File: config.mk
export PLATFORM = sky130hd
export DESIGN_NAME = if_stage_fetch
export DESIGN_NICKNAME = d
export VERILOG_FILES = /design/src/rtl/if_stage_fetch.sv
export SDC_FILE = /design/constraint.sdc
export NUM_CORES = 1
export LEC_CHECK = 0
export CORE_MARGIN = 10
export CORE_UTILIZATION = 40
export DETAILED_ROUTE_END_ITERATION = 7
export DONT_BUFFER_PORTS = 1
export GPL_TIMING_DRIVEN = 0
export PLACE_DENSITY = 0.5
export SLEW_MARGIN = 20
export SYNTH_ARGS = -nofsm -noshare
export SYNTH_HDL_FRONTEND = slang
export SYNTH_SLANG_ARGS = --single-unit
File: constraint.sdc
create_clock -name clk -period 5.05 [get_ports clk]
set_input_delay 0.7575 -clock clk [delete_from_list [all_inputs] [get_ports clk]]
set_output_delay 0.7575 -clock clk [all_outputs]
set_load 0.05 [all_outputs]
File: src/rtl/if_stage_fetch.sv
// Instruction-fetch stage: owns the PC, selects the next PC (branch/jump/sequential)
// and registers the fetched word into the IF/ID pipeline register.
module if_stage_fetch #(
  parameter logic [31:0] RESET_PC  = 32'h0000_0000,
  parameter logic [31:0] NOP_INSTR = 32'h0000_0000
) (
  input  logic        clk,
  input  logic        rst,
  input  logic        stall,
  input  logic        flush,
  input  logic        branch_taken,
  input  logic [31:0] branch_target,
  input  logic        jump,
  input  logic [31:0] jump_target,
  output logic [31:0] imem_addr,
  input  logic [31:0] imem_rdata,
  output logic [31:0] pc_if,
  output logic [31:0] instr_if,
  output logic [31:0] pc_plus4_id,
  output logic [31:0] instr_id,
  output logic        valid_id,
  output logic [31:0] fetch_count
);

  logic [31:0] pc_q, pc_d;
  logic [31:0] instr_id_q, instr_id_d;
  logic [31:0] pc_plus4_id_q, pc_plus4_id_d;
  logic        valid_id_q, valid_id_d;
  logic [31:0] fetch_count_q, fetch_count_d;
  logic [31:0] pc_plus4;

  // Redirect targets are forced to word alignment, so their low bits are dropped.
  logic unused_target_bits;
  assign unused_target_bits = ^{branch_target[1:0], jump_target[1:0]};

  assign pc_plus4 = pc_q + 32'd4;

  // Next PC: the branch is the older instruction, so it beats the jump; any redirect beats stall.
  always_comb begin
    pc_d = pc_plus4;
    if (branch_taken) begin
      pc_d = {branch_target[31:2], 2'b00};
    end else if (jump) begin
      pc_d = {jump_target[31:2], 2'b00};
    end else if (stall) begin
      pc_d = pc_q;
    end
  end

  // IF/ID: a taken branch squashes the word in IF just like an explicit flush.
  always_comb begin
    instr_id_d    = instr_id_q;
    pc_plus4_id_d = pc_plus4_id_q;
    valid_id_d    = valid_id_q;
    fetch_count_d = fetch_count_q;
    if (flush || branch_taken) begin
      instr_id_d    = NOP_INSTR;
      pc_plus4_id_d = 32'd0;
      valid_id_d    = 1'b0;
    end else if (!stall) begin
      instr_id_d    = imem_rdata;
      pc_plus4_id_d = pc_plus4;
      valid_id_d    = 1'b1;
      fetch_count_d = fetch_count_q + 32'd1;
    end
  end

  always_ff @(posedge clk) begin
    if (!rst) begin
      pc_q          <= RESET_PC;
      instr_id_q    <= NOP_INSTR;
      pc_plus4_id_q <= 32'd0;
      valid_id_q    <= 1'b0;
      fetch_count_q <= 32'd0;
    end else begin
      pc_q          <= pc_d;
      instr_id_q    <= instr_id_d;
      pc_plus4_id_q <= pc_plus4_id_d;
      valid_id_q    <= valid_id_d;
      fetch_count_q <= fetch_count_d;
    end
  end

  assign imem_addr   = pc_q;
  assign pc_if       = pc_q;
  assign instr_if    = imem_rdata;
  assign instr_id    = instr_id_q;
  assign pc_plus4_id = pc_plus4_id_q;
  assign valid_id    = valid_id_q;
  assign fetch_count = fetch_count_q;

endmodule

==> results.ini <==
[sta]
setup_viol=0
worst-slew-pin-transition_ps=847
fin_crit_sh=0.558
drv_slew=0
finalCriticalPeriod_ps=2820
skew_ps=12.4
setup_slack_ps=2230
rsz0062_at_grt=false
fmax_mhz=355
relSlewSlack=0.434
hold_viol=0
holdWs_ps=484
finalSetupTns_ps=0

[yosys]
yosys_warnings=0
syn-mean-instance-area_um2=8.55
syn_area_um2=6670
synth_cell_type_count=62
synthTopCellsByArea=dfxtp_1 38%, buf_4 7.7%, mux2i_1 7.5%
synth_top_area_share=0.375
synth_flop_cell=dfxtp_1
synth_top_area_cell=dfxtp_1
synth-edff-count=0
postSynthCellCount=780
synthArstFlopShare=0
ys_ff_latch=125
ys_seq_area_frac=0.375

[detailed_routing]
vias_per_cell=5.51
drt_iter0_markers=335
ant_nets=0
drc_errors=0
vias=5724
drt_wl_total_mm=23.6
wire_per_inst_um=22.7
dr.pass1.iters=5

[worst_setup_path]
arrival_ps=3140
critical_path.max_stage_delay_ps=830
cp_cell_sequence=ha_1 > nand3_1 > nor4_4 > nand3_1 > xor2_1 > a211oi_1
startpoint=imem_addr[2]
cpMaxStageDelayCell=dfxtp_1
crit_required_ps=5370
crit_type=flop to flop
crit_top_cell=nand3_1
critPathLaunchType=flop
reg2reg_depth=6
end_kind=flop
crit_fanout=8
r2r-start=imem_addr[2]

[finish]
multi_input_area_um2=3450
drive_gt1_frac=0.152
final_nets=909
final_cell_area_um2=7540
fill_cells=1683
area_growth_syn_to_layout_pct=12.9
post-route-util=0.458
ff_latch_area_um2=2500

[cts]
cts_tree=built
clk_pin_slew_ps=60
cts-resized-gates=0
clk_path_buf_depth=2
cts_buffers=17
cts.sinks=125
worstSkewPairLatency_ps=420
cts_setup_buffers=0
cts_max_level=4
cts_hold_buf=0
cts-root-buf=clkbuf_16

[run]
drv_cap=0

[floorplan]
rows=47
io_pins=295
initial_utilization=0.405
dieArea_um2=22200
die_y_um=149
core_area_um2=16500
die_w_um=149

[placement]
placed_cell_area_um2=6980
port_buffers=0
dpl.hpwl_mm=18.3
pre_cts_ws_ps=2150
globalplace.congestion=0.859

[min_path]
hold_path.class=input pin to flop
hold_depth=2
hold_path.startpoint=branch_target[10]

[grt]
grt_max_degree=17
grt_pass1_vias=5847
grt_use_total=0.204
antenna_found_initial=3
grt_pass1_wl_mm=35.3
overflow=0

[pwr]
leakage_nw=3.00
power_density_nw_per_um2=358
ir_drop_uv=240

[outcome]
status=finished clean

==> cells by family after synthesis <==
logic type / Yosys count / synth area share
buffers and inverters: 126 / 0.112
XOR/XNOR: 56 / 0.0735
other: 1 / 0.000562
flip-flops: 125 / 0.375
multiplexers: 50 / 0.0750
AND/OR/NAND/NOR: 285 / 0.234
adder cells (fa/ha/maj): 2 / 0.00375
AO/OA/AOI/OAI: 135 / 0.127
==> cells in the mapped netlist, types with 6 or more instances <==
master,count
nand2b_1,10
and4_1,12
and3_1,6
dfxtp_1,125
clkbuf_1,31
buf_2,8
inv_1,12
nor2_1,69
nand3_1,33
a21oi_1,43
and2_1,30
xor2_1,25
nor2b_1,7
o21ai_0,40
xnor2_1,31
nand4_1,16
nor4_1,8
nor3_1,17
nand2_1,54
mux2i_1,50
buf_4,68
a211oi_1,7
a22o_1,6
==> registers in the layout, summed over array words and instances, names as in the netlist <==
signal,count
imem_addr,30
fetch_count,32
instr_id,32
valid_id,1
pc_plus4_id,30
==> power breakdown <==
group,internal [mW],switching [mW]
Clock,0.698,0.461
Sequential,1.02,0.155
Combinational,0.113,0.252
==> final timing paths <==
path,to,slack (ps)
worst max-delay path,pc_plus4_id[22],2230
worst max register to register,pc_plus4_id[22],2230
worst min register to register,pc_plus4_id[16],740
worst min-delay path,imem_addr[10],480
==> worst max-delay path, delay by kind of cell (launching register included) <==
family / cells / cell delay, ps
compound gates: 1 / 260
xor+xnor: 1 / 220
fa+ha+maj: 1 / 320
flops: 1 / 830
simple gates: 3 / 1100
==> cells in the final DEF (no fill, tap or decap), types with 5 or more instances in the layout <==
cell       Yosys  routed
nor3_1        17      16
buf_2          8       8
and4_1        12      12
nand4_1       16      16
and2_1        30      30
inv_1         12      12
nand2b_1      10      10
clkbuf_16      0      17
and3_1         6       6
a21oi_1       43      43
xor2_1        25      25
nor2b_1        7       7
nor2_1        69      69
conb_1         1       6
o221ai_1       5       5
clkbuf_1      31      33
nor4_1         8       8
mux2i_1       50      50
a22o_1         6       6
clkinv_2       0       5
a211oi_1       7       7
dfxtp_1      125     125
buf_1          5       5
buf_4         68      69
nand3_1       33      33
xnor2_1       31      31
nand2_1       54      54
o21ai_0       40      40
==> layout make-up <==
type | count | share of cell area
sequential | 125 | 0.332
antenna | 1 | 0.000332
inverter | 13 | 0.00648
clock inverter | 11 | 0.0125
tap | 220 | 0.0365
timing repair buffer | 1 | 0.000996
multi-input combinational | 534 | 0.458
buffer | 113 | 0.0925
clock buffer | 21 | 0.0611
==> through the flow <==
| stage | total power, mW | cells |
|---|---|---|
| 2_1_floorplan | 1.48 | 785 |
| 3_3_place_gp | 1.56 | 1005 |
| 3_5_place_dp | 1.56 | 1006 |
| 4_1_cts | 2.72 | 1038 |
| 5_1_grt | 2.80 | 1039 |
| 6_report | 2.70 | 1039 |
==> routing by layer <==
metal  part of all wire  global-route usage  routed length, um  up-vias
met2               0.48               0.338              11400      254
li1                   -                   -                  -     2704
met4              0.021              0.0692                503        2
met1               0.38               0.228               8910     2729
met3               0.12              0.0922               2740       35
met5            0.00085                   0                 20        -
Note: power is estimated with default switching activity, not from simulation.
